`src/rtl/pc_unit.sv`:
```
`default_nettype none
// +------------------------------------------------------------------------+
// | Module   : pc_unit                                                     |
// | Purpose  : Fetch program counter with prioritised next-PC selection    |
// |            (trap, mret, redirect, stall, RAS prediction, PC+4),        |
// |            exception-PC capture, misaligned-target flag and a small    |
// |            circular return-address stack.                              |
// | Ports    : clk, rst_n          - clock, async active-low reset         |
// |            stall               - hold PC, squash RAS ops               |
// |            trap_valid/vector   - enter trap handler, capture epc       |
// |            mret_valid          - return to epc                         |
// |            redirect_valid/tgt  - resolved branch/jump                  |
// |            ras_push/ras_pop    - call/return hints for pc_current      |
// |            pc_current, epc     - fetch PC, exception PC                |
// |            misalign_fault      - 1-cycle pulse, last target unaligned  |
// |            ras_count/ras_empty - RAS occupancy                         |
// | Revision : 1.0 - initial release                                       |
// +------------------------------------------------------------------------+
module pc_unit #(
  parameter int unsigned          XLEN         = 32,
  parameter logic [XLEN-1:0]      RESET_VECTOR = {XLEN{1'b0}},
  parameter int unsigned          RAS_DEPTH    = 4
) (
  input  logic                           clk,
  input  logic                           rst_n,
  input  logic                           stall,
  input  logic                           trap_valid,
  input  logic [XLEN-1:0]                trap_vector,
  input  logic                           mret_valid,
  input  logic                           redirect_valid,
  input  logic [XLEN-1:0]                redirect_target,
  input  logic                           ras_push,
  input  logic                           ras_pop,
  output logic [XLEN-1:0]                pc_current,
  output logic [XLEN-1:0]                epc,
  output logic                           misalign_fault,
  output logic [$clog2(RAS_DEPTH):0]     ras_count,
  output logic                           ras_empty
);

  localparam int unsigned                c_PTR_W  = $clog2(RAS_DEPTH);
  localparam int unsigned                c_CNT_W  = c_PTR_W + 1;
  localparam logic [XLEN-1:0]            c_PC_INC = XLEN'(4);
  localparam logic [c_CNT_W-1:0]         c_DEPTH  = c_CNT_W'(RAS_DEPTH);

  logic [XLEN-1:0]    r_pc;
  logic [XLEN-1:0]    r_epc;
  logic               r_misalign;
  logic [c_CNT_W-1:0] r_ras_count;
  logic               r_ras_empty;
  logic [c_PTR_W-1:0] r_ras_ptr;   // next free slot; top of stack is r_ras_ptr-1
  logic [XLEN-1:0]    r_ras [RAS_DEPTH];

  logic [XLEN-1:0]    w_pc_seq;
  logic [c_PTR_W-1:0] w_top_idx;
  logic [XLEN-1:0]    w_target;
  logic               w_load_target;
  logic               w_do_push;
  logic               w_do_pop;
  logic [XLEN-1:0]    w_pc_next;
  logic               w_misalign_next;
  logic [c_CNT_W-1:0] w_count_next;
  logic [c_PTR_W-1:0] w_ptr_next;
  logic               w_ras_we;
  logic [c_PTR_W-1:0] w_ras_widx;

  assign w_pc_seq  = r_pc + c_PC_INC;
  assign w_top_idx = r_ras_ptr - c_PTR_W'(1);

  // Next-PC priority select
  always_comb begin
    w_target        = '0;
    w_load_target   = 1'b0;
    w_do_push       = 1'b0;
    w_do_pop        = 1'b0;
    w_pc_next       = w_pc_seq;
    w_misalign_next = 1'b0;
    if (trap_valid) begin
      w_target      = trap_vector;
      w_load_target = 1'b1;
    end else if (mret_valid) begin
      w_target      = r_epc;
      w_load_target = 1'b1;
    end else if (redirect_valid) begin
      w_target      = redirect_target;
      w_load_target = 1'b1;
    end else if (stall) begin
      w_pc_next     = r_pc;
    end else begin
      // RAS operations only survive when no higher-priority source fires
      w_do_push = ras_push;
      w_do_pop  = ras_pop && !r_ras_empty;
      if (w_do_pop) begin
        w_pc_next = r_ras[w_top_idx];
      end
    end
    if (w_load_target) begin
      w_pc_next       = {w_target[XLEN-1:2], 2'b00};
      w_misalign_next = |w_target[1:0];
    end
  end

  // RAS pointer/count update. A simultaneous push+pop rewrites the top
  // in place, so neither pointer nor count moves.
  always_comb begin
    w_count_next = r_ras_count;
    w_ptr_next   = r_ras_ptr;
    w_ras_we     = 1'b0;
    w_ras_widx   = r_ras_ptr;
    if (w_do_push && w_do_pop) begin
      w_ras_we   = 1'b1;
      w_ras_widx = w_top_idx;
    end else if (w_do_push) begin
      w_ras_we   = 1'b1;
      w_ptr_next = r_ras_ptr + c_PTR_W'(1);
      if (r_ras_count != c_DEPTH) begin
        w_count_next = r_ras_count + c_CNT_W'(1);
      end
    end else if (w_do_pop) begin
      w_ptr_next   = w_top_idx;
      w_count_next = r_ras_count - c_CNT_W'(1);
    end
  end

  always_ff @(posedge clk or negedge rst_n) begin
    if (!rst_n) begin
      r_pc        <= RESET_VECTOR;
      r_epc       <= '0;
      r_misalign  <= 1'b0;
      r_ras_count <= '0;
      r_ras_empty <= 1'b1;
      r_ras_ptr   <= '0;
    end else begin
      r_pc        <= w_pc_next;
      r_misalign  <= w_misalign_next;
      r_ras_count <= w_count_next;
      r_ras_empty <= (w_count_next == '0);
      r_ras_ptr   <= w_ptr_next;
      if (trap_valid) begin
        r_epc <= r_pc;
      end
    end
  end

  // Entry storage is not reset; validity is tracked by r_ras_count
  always_ff @(posedge clk) begin
    if (w_ras_we) begin
      r_ras[w_ras_widx] <= w_pc_seq;
    end
  end

  assign pc_current     = r_pc;
  assign epc            = r_epc;
  assign misalign_fault = r_misalign;
  assign ras_count      = r_ras_count;
  assign ras_empty      = r_ras_empty;

endmodule
`default_nettype wire

```
`config.mk`:
```
export PLATFORM = sky130hd
export DESIGN_NAME = pc_unit
export DESIGN_NICKNAME = d
export VERILOG_FILES = /design/src/rtl/pc_unit.sv
export SDC_FILE = /design/constraint.sdc
export NUM_CORES = 1
export LEC_CHECK = 0
export ABC_AREA = 0
export CAP_MARGIN = 20
export CORE_ASPECT_RATIO = 0.9
export CORE_MARGIN = 2
export CORE_UTILIZATION = 50
export CTS_CLUSTER_SIZE = 28
export DETAILED_ROUTE_END_ITERATION = 10
export PLACE_DENSITY = 0.75
export SLEW_MARGIN = 20
export SYNTH_ARGS = -nofsm -noshare
export SYNTH_HDL_FRONTEND = slang
export SYNTH_SLANG_ARGS = --single-unit
```
`constraint.sdc`:
```
create_clock -name clk -period 5.7 [get_ports clk]
set_input_delay 0.855 -clock clk [delete_from_list [all_inputs] [get_ports clk]]
set_output_delay 0.855 -clock clk [all_outputs]
set_load 0.01 [all_outputs]
```
==> results of run 1 <==
==> layout make-up <==
cell class / count / area [um2]
Fill cell: 1310 / 6446
Sequential cell: 199 / 5623
Multi-Input combinational cell: 389 / 3278
Timing Repair Buffer: 156 / 1544
Clock buffer: 21 / 440.4
Tap cell: 240 / 300.3
Clock inverter: 11 / 107.6
Inverter: 12 / 45.04
==> path summary, 6_finish.rpt <==
kind / startpoint / endpoint / slack [ns]
setup reg to reg: ras_empty / r_ras[1][24] / 2.34
max in group asynchronous: rst_n / pc_current[24] / 4.82
setup / recovery: ras_pop / r_ras[1][24] / 2.09
hold / removal: rst_n / epc[1] / 0.30
hold reg to reg: epc[0] / epc[0] / 0.53
min in group clk: epc[0] / epc[0] / 0.53
==> per-layer routing <==
layer | routed length, um | track usage, %
met1 | 9607 | 34.40
met2 | 11170 | 38.29
met3 | 1991 | 5.379
met4 | 659 | 10.41
met5 | 0 | 0
==> stage by stage <==
| step | instances | hold WS, ns |
|---|---|---|
| global route | 1028 | 0.2987 |
| finish | 1028 | 0.2997 |
| floorplan | 643 | 0.5064 |
| CTS | 1027 | 0.5275 |
| detailed placement | 995 | 0.5130 |
| global placement | 995 | 0.5157 |
==> critical path: cells and delay by family <==
family	cells	cell delay [ns]
compound gates	1	0.66
buf+inv	2	0.70
simple gates	4	1.15
fa+ha+maj	1	0.35
==> cells by family (layout without fill, tap and decap cells) <==
kind of cell / count (synthesis) / after routing / share of synthesized area, %
muxes: 69 / 69 / 12.39
adders and majority gates: 5 / 5 / 0.6822
buffers and inverters: 55 / 200 / 3.179
AOI/OAI and AO/OA: 128 / 128 / 10.32
DFF: 199 / 199 / 61.30
and+or+nand+nor: 156 / 156 / 9.169
xor gates and xnor gates: 31 / 31 / 2.961
==> flip-flops by register name, indices dropped and copies added (netlist names) <==
signal / cells
r_ras: 128
ras_count: 3
pc_current: 32
r_ras_ptr: 2
epc: 32
ras_empty: 1
misalign_fault: 1
==> placed cells by master (no fill, tap or decap), types with 3 or more instances in the layout <==
master and instances:
o211ai_1 4, mux4_2 31, clkbuf_16 17, ha_1 5, inv_1 12, and2_1 5
clkinv_1 4, nor4_1 7, and3_1 9, nand3_1 17, nor3_2 3, mux2_2 33
dfrtp_1 69, mux2i_1 4, buf_4 16, nand4_1 10, nor2_1 22, a22oi_1 26
or3_1 3, clkbuf_1 4, a21o_1 3, o22ai_1 6, a221o_1 22, edfxtp_1 128
o21ai_0 22, a21oi_1 13, clkdlybuf4s50_1 137, clkinvlp_4 3, o211ai_2 3, a221oi_1 5
xor2_1 14, a31oi_1 6, xnor2_1 17, nor3_1 10, nand2_1 47
==> power by group through the flow <==
| stage | sequential (W) | combinational [W] | clock (W) |
|---|---|---|---|
| floorplan | 0.00182 | 0.000616 | 0 |
| global placement | 0.00185 | 0.000926 | 0 |
| detailed placement | 0.00185 | 0.000944 | 0 |
| CTS | 0.00183 | 0.000952 | 0.00115 |
| global route | 0.00185 | 0.00102 | 0.00121 |
| finish | 0.00183 | 0.000954 | 0.00113 |
==> flow_summary.toml, run 1 <==
[synthesis]
ys_top_cells_by_area = "edfxtp_1 42%, dfrtp_1 19%, mux4_2 7.6%, mux2_2 4.1%, a221o_1 2.4%"
ys.warnings.count = 0
seq_area_frac_synth_pct = 61.30
mappedNetlistArea_mm2 = 0.009170
synth_common_cells = "128 x edfxtp_1, 70 x dfrtp_1, 47 x nand2_1"
synth_async_sr_flop_share_pct = 35.68
synth.most_common_cell = "edfxtp_1"
ys_ff_latch = 199
netlist.top_cell.by_area = "edfxtp_1"
netlist.area_leader.share_pct = 41.92
synthCells = 643
synth.lib_cells_used.distinct = 65
avgSynthCellArea_um2 = 14.26
synth_edf_count = 128
synth_net_count = 720
synthFlopType = "edfxtp_1"

[global_route]
grt_max_degree = 72
grt_first_pass_wirelength_mm = 36.47
grt-ovfl-total = 0
global_route.usage.total_pct = 24.77
grt_pass1_vias = 6426
antenna_found_initial = 0

[placed_design]
post-dp-hpwl_mm = 15.86
finalWeightedCongestion = 0.8871
port_buffers = 140
placed_area_mm2 = 0.01076
pre_cts_slack_ns = 1.680

[power]
p_sw_w = 0.001092
pwr_density_cell_mw_per_mm2 = 345.2
total_leakage_power_nw = 4.092
irDropWorstVdd_mv = 0.2521
power.combinational.fraction_pct = 24.4
power_frac_clock_pct = 28.9
report.power.total_w = 0.003914
seq_pwr_share_pct = 46.7
intPower_w = 0.002823
power.switching_fraction_pct = 27.89

[worst_setup_path]
required_arrival_time_at_the_worst_endpoint_ns = 5.84
worst_setup_path_start_kind = "input port"
worstPathMaxFanout = 19
timing.critical_path.slowest_cell_delay_ns = 0.66
critical_path_arrival_ns = 3.75
critical_path_class = "input port to flop"
critical_path.endpoint_type = "flop"
critical_path.slowest_cell = "o21ai_2"
cp_cell_sequence = "clkdlybuf4s50_1 -> nand2b_1 -> nor2_8 -> ha_1 -> nor2_1 -> nand2_1 -> o21ai_2 -> buf_12"
worst_r2r_path_depth = 7

[die]
die_x_um = 146.8
die_h_um = 132.5
rows = 46
fp.coreArea_mm2 = 0.01778
ioPinCount = 141
floorplan.initialDensity_pct = 51.56
floorplan.die_area_mm2 = 0.01944

[sta]
setup_slack_ns = 2.091
fmax_mhz = 277.1
fin_skew_ns = 0.007504
finalHoldViolations = 0
fin_tns_setup_ns = 0
timing_worst_slew_pin_value_ns = 0.8634
finalSetupViolations = 0
slew_viol_final = 0
finalCritPeriodShare_pct = 63.32
slew-limit-headroom_pct = 42.44
unrepaired_setup_endpoints_after_global_routing = "no"
period_minus_slack_ns = 3.609

[cts]
root_buffer = "clkbuf_16"
setup_buffers_after_cts = 0
insertion_delay_ns = 0.44
tritoncts_buffers = 17
post_cts_resize_count = 0
tritoncts_clock_tree = "yes"
clock_tree.buffer_depth = 2
cts-hold-fix-buffers = 0
clock_sink_count = 199
ctsHtreeMaxLevel = 4
cts.clk_slew.worst_paths_ns = 0.06

[drt]
detailedRoute.firstIterationViolations = 651
route.antenna.remaining_nets = 0
viasPerCell = 6.231
drc = 0
route.detailed.wl_per_inst_um = 22.79
dr_total_vias = 6405
drt_pass1_iterations = 5
routed_wl_mm = 23.43

[final_layout]
area.growth.synth_to_final_pct = 23.65
antennaDiodeCount = 0
post_layout_instance_area_mm2 = 0.01134
final_core_utilization_pct = 63.75
drive_above_1_share_pct = 16.37
design.final.nets = 852

[job]
number_of_violations_of_the_max_capacitance_limit = 0

[status]
status = "completed"

[min_path]
timing.hold.worst.class = "input port to asynchronous set/reset pin"
Note: power is estimated with default switching activity, not from simulation.
==> run 2: changes to the inputs <==
Settings changed: CORE_UTILIZATION 50 to 49, PLACE_DENSITY 0.75 to 0.77.
Clock period 5.7 ns to 2.9 ns, I/O delays scaled along.
==> flow_summary.toml, run 2 (same netlist as run 1, synthesis figures left out) <==
[status]
status = "completed"

[sta]
period_minus_slack_ns = 2.430
unrepaired_setup_endpoints_after_global_routing = "no"
fin_skew_ns = 0.01085
finalSetupViolations = 0
slew-limit-headroom_pct = 55.82
slew_viol_final = 0
finalHoldViolations = 0
timing_worst_slew_pin_value_ns = 0.6627
fin_tns_setup_ns = 0
finalCritPeriodShare_pct = 83.80
fmax_mhz = 411.5

[job]
number_of_violations_of_the_max_capacitance_limit = 0

[drt]
route.detailed.wl_per_inst_um = 22.88
detailedRoute.firstIterationViolations = 685
routed_wl_mm = 24.07
route.antenna.remaining_nets = 0
drc = 0
viasPerCell = 6.209
drt_pass1_iterations = 5
dr_total_vias = 6532

[power]
report.power.total_w = 0.007803
pwr_density_cell_mw_per_mm2 = 675.3
irDropWorstVdd_mv = 0.4680
total_leakage_power_nw = 4.214

[final_layout]
final_core_utilization_pct = 62.98
layout.cells.most_common_list = "137 x clkdlybuf4s50_1, 128 x edfxtp_1, 69 x dfrtp_1"
register_with_the_highest_flop_count = "r_ras"
design.final.nets = 871
largest_register_ffs = 128
drive_above_1_share_pct = 18.96
layout.cells.most_common = "clkdlybuf4s50_1"
multi_input_area_mm2 = 0.003286
area.growth.synth_to_final_pct = 26.01
register_area_mm2 = 0.005623
post_layout_instance_area_mm2 = 0.01155
final.fill_count = 1370
antennaDiodeCount = 0

[worst_setup_path]
critPathTopFamily = "flip-flops"
worstPathMaxFanout = 29
required_arrival_time_at_the_worst_endpoint_ns = 3.20
worst_setup_path_start_kind = "flop"
cp_cell_sequence = "buf_4 -> mux4_2 -> and2_0 -> a211oi_1 -> o221ai_1"
buffers_and_inverters_on_the_worst_path = 1
critical_path.endpoint_type = "flop"
critical_path.slowest_cell = "dfrtp_2"
critical_path_arrival_ns = 2.73
critical_path_class = "flop to flop"
timing.critical_path.slowest_cell_delay_ns = 0.59

[die]
floorplan.initialDensity_pct = 49.98
die_h_um = 133.8
fp.coreArea_mm2 = 0.01835
rows = 47
ioPinCount = 141
die_x_um = 148.2
floorplan.die_area_mm2 = 0.01983

[global_route]
grt-ovfl-total = 0
antenna_found_initial = 0
grt_first_pass_wirelength_mm = 37.05
global_route.usage.total_pct = 24.77
grt_pass1_vias = 6535
grt_max_degree = 58

[placed_design]
placed_area_mm2 = 0.01098
post-dp-hpwl_mm = 16.25
finalWeightedCongestion = 0.8926
port_buffers = 140

[cts]
tritoncts_clock_tree = "yes"
cts.clk_slew.worst_paths_ns = 0.07
insertion_delay_ns = 0.43
post_cts_resize_count = 0
cts-hold-fix-buffers = 0
clock_tree.buffer_depth = 2
clock_sink_count = 199
setup_buffers_after_cts = 0
tritoncts_buffers = 17
root_buffer = "clkbuf_16"
ctsHtreeMaxLevel = 4

[min_path]
timing.hold.worst.class = "input port to asynchronous set/reset pin"
## run 2: report_power, final
| part | leakage, nW | total (W) | internal (W) | switching (W) |
|---|---|---|---|---|
| Clock | 0.281 | 0.00229 | 0.00129 | 0.000998 |
| Combinational | 1.90 | 0.00195 | 0.00105 | 0.000895 |
| Sequential | 2.03 | 0.00357 | 0.00327 | 0.000296 |
## run 2: final cells by class
| type | count | area share [%] |
|---|---|---|
| inverter | 12 | 0.3898 |
| sequential | 199 | 48.66 |
| timing repair buffer | 175 | 14.86 |
| clock buffer | 27 | 4.710 |
| tap | 245 | 2.653 |
| multi-input combinational | 389 | 28.44 |
| clock inverter | 5 | 0.2924 |
## run 2: worst reg2reg max path, cell delays in order, from the launching register on
cell      delay (ns)
dfrtp_2         0.59
buf_4           0.53
mux4_2          0.61
and2_0          0.17
a211oi_1        0.25
o221ai_1        0.15
## run 2: final timing paths
kind / start / endpoint / slack (ns) / depth (start not counted)
max: r_ras_ptr[0] / pc_current[11] / 0.47 / 5
min: rst_n / pc_current[1] / 0.002 / 1
max reg2reg: r_ras_ptr[0] / pc_current[11] / 0.47 / 5
min reg2reg: epc[4] / epc[4] / 0.54 / 1
max in group asynchronous: rst_n / pc_current[0] / 2.21 / 2
min in group clk: epc[4] / epc[4] / 0.54 / 1
## run 2: metal layers
| metal | wire length, um | track usage, % | part of all wire (%) | vias to the layer above |
|---|---|---|---|---|
| met5 | 0 | 0 | 0 | - |
| met4 | 480 | 6.667 | 2.0 | 0 |
| met3 | 2066 | 5.850 | 8.6 | 28 |
| met2 | 11660 | 39.51 | 48 | 339 |
| met1 | 9861 | 34.67 | 41 | 3340 |
| li1 | - | - | - | 2825 |
## run 2: through the flow
step                      instances  setup slack [ns]  hold slack, ns
after floorplan                 643           -0.2648          0.1394
after global placement         1020            0.1324          0.4868
after detailed placement       1020           0.07284          0.4899
after CTS                      1052            0.4428         0.01646
after global routing           1052            0.2815         0.03324
final                          1052            0.4699        0.002313
==> run 3: changes to the inputs <==
Settings changed: CORE_UTILIZATION 49 to 50, PLACE_DENSITY 0.77 to 0.75.
Clock period 2.9 ns to 2.4 ns, I/O delays scaled along.
==> flow_summary.toml, run 3 (same netlist as run 1, synthesis figures left out) <==
[power]
report.power.total_w = 0.009697
total_leakage_power_nw = 4.408
irDropWorstVdd_mv = 0.5613
pwr_density_cell_mw_per_mm2 = 814.1

[min_path]
timing.hold.worst.class = "input port to asynchronous set/reset pin"

[sta]
slew-limit-headroom_pct = 52.17
fin_skew_ns = 0.01143
fmax_mhz = 444.4
setup_slack_ns = 0.1496
slew_viol_final = 0
period_minus_slack_ns = 2.250
timing_worst_slew_pin_value_ns = 0.7174
finalSetupViolations = 0
unrepaired_setup_endpoints_after_global_routing = "no"
worst_hold_slack_ns = 0.3684
finalHoldViolations = 0
finalCritPeriodShare_pct = 93.77

[cts]
root_buffer = "clkbuf_16"
cts.clk_slew.worst_paths_ns = 0.07
ctsHtreeMaxLevel = 4
tritoncts_buffers = 17
tritoncts_clock_tree = "yes"
clock_sink_count = 199
insertion_delay_ns = 0.44
clock_tree.buffer_depth = 2

[global_route]
grt_pass1_vias = 6814
grt-ovfl-total = 0
grt_max_degree = 62
antenna_found_initial = 0
global_route.usage.total_pct = 26.46
grt_first_pass_wirelength_mm = 38.95

[die]
ioPinCount = 141
die_h_um = 132.5
die_x_um = 146.8
fp.coreArea_mm2 = 0.01778
rows = 46
floorplan.initialDensity_pct = 51.56
floorplan.die_area_mm2 = 0.01944

[final_layout]
finalNonFillerCells = 1079
antennaDiodeCount = 0
design.final.nets = 903
largest_register_ffs = 128
multi_input_area_mm2 = 0.003357
register_with_the_highest_flop_count = "r_ras"
final.fill_count = 1223
area.growth.synth_to_final_pct = 29.89
register_area_mm2 = 0.005623
layout.cells.most_common = "clkdlybuf4s50_1"
layout.cells.most_common_list = "135 x clkdlybuf4s50_1, 128 x edfxtp_1, 69 x dfrtp_1"
drive_above_1_share_pct = 22.65

[placed_design]
finalWeightedCongestion = 0.8912
pre_cts_slack_ns = -0.7321
placedCellCount = 1044
port_buffers = 140
post-dp-hpwl_mm = 17.18

[worst_setup_path]
critical_path_arrival_ns = 2.39
required_arrival_time_at_the_worst_endpoint_ns = 2.54
critical_path.endpoint_type = "flop"
worstPathMaxFanout = 17
critical_path_class = "flop to flop"
worst_setup_path_start_kind = "flop"

[drt]
routed_wl_mm = 24.91
detailedRoute.firstIterationViolations = 585
dr_total_vias = 6586
drt_pass1_iterations = 5
viasPerCell = 6.104
route.detailed.wl_per_inst_um = 23.09
route.antenna.remaining_nets = 0
drc = 0

[job]
number_of_violations_of_the_max_capacitance_limit = 0

[status]
status = "completed"
[run 3: cell types whose count changed in the layout (fill, tap and decap cells not counted), moves of 2 or more]
| cell | before | now |
|---|---|---|
| buf_4 | 32 | 60 |
| buf_12 | 5 | 7 |
| clkbuf_8 | 6 | 4 |
| clkdlybuf4s50_1 | 137 | 135 |
| clkinv_2 | 2 | 4 |
| clkinvlp_4 | 2 | 0 |
| dlygate4sd2_1 | 0 | 2 |
| nand2b_1 | 2 | 0 |
| nand2b_4 | 0 | 2 |
| nor2_4 | 1 | 3 |
[run 3: path summary, 6_finish.rpt]
| check | slack, ns | startpoint | to | cells past startpoint |
|---|---|---|---|---|
| worst min register to register | 0.54 | epc[7] | epc[7] | 1 |
| worst max-delay path | 0.15 | ras_empty | r_ras[0][28] | 7 |
| min in group clk | 0.52 | trap_vector[1] | misalign_fault | 2 |
| max in group asynchronous | 1.37 | rst_n | epc[19] | 3 |
| worst min-delay path | 0.37 | rst_n | epc[1] | 2 |
| worst max register to register | 0.15 | ras_empty | r_ras[0][28] | 7 |
[run 3: stage by stage]
step           cell area [um2]  util (%)  setup TNS, ns
6_report                 11910     66.98              0
5_1_grt                  11910     66.98              0
4_1_cts                  11860     66.71         -5.494
3_5_place_dp             11250     63.28         -55.53
3_3_place_gp             11250     63.28         -44.57
2_1_floorplan             9253         -         -12.61
[run 3: metal layers]
metal	GRT usage (%)	vias to the layer above	wire length, um	share of wire [%]
met5	0	-	0	0
met4	9.061	0	524	2.1
met3	5.759	40	2191	8.8
met2	42.36	348	11990	48
met1	36.32	3307	10210	41
li1	-	2891	-	-
[run 3: layout make-up]
class,instances,share of cell area [%]
flip-flops and latches,199,47.21
multi-input cells,389,28.18
well taps,240,2.521
clock buffers,25,4.338
repair buffers,207,16.81
inverters,12,0.3782
clock inverters,7,0.5672
[run 3: what timing repair did]
| action | 4_1_cts | 5_1_grt |
|---|---|---|
| setup endpoints to repair | 64 | 0 |
| buffers inserted | 0 | 0 |
| gates resized for setup | 6 | 0 |
| endpoints found under the hold margin | 22 | 0 |
| hold buffers | 1 | 0 |
[run 3: critical path, stage by stage, from the launching register on]
cell and delay, ns:
dfstp_2 0.54, nand2b_4 0.17, nor2_8 0.06, ha_4 0.19, nor2_4 0.13, mux2i_4 0.11
nor2_4 0.51, buf_16 0.24
[run 3: where the power goes]
| part | internal [W] | switching [W] | leakage [nW] |
|---|---|---|---|
| registers | 0.00396 | 0.000310 | 2.03 |
| clock network | 0.00160 | 0.00120 | 0.292 |
| logic | 0.00144 | 0.00119 | 2.09 |
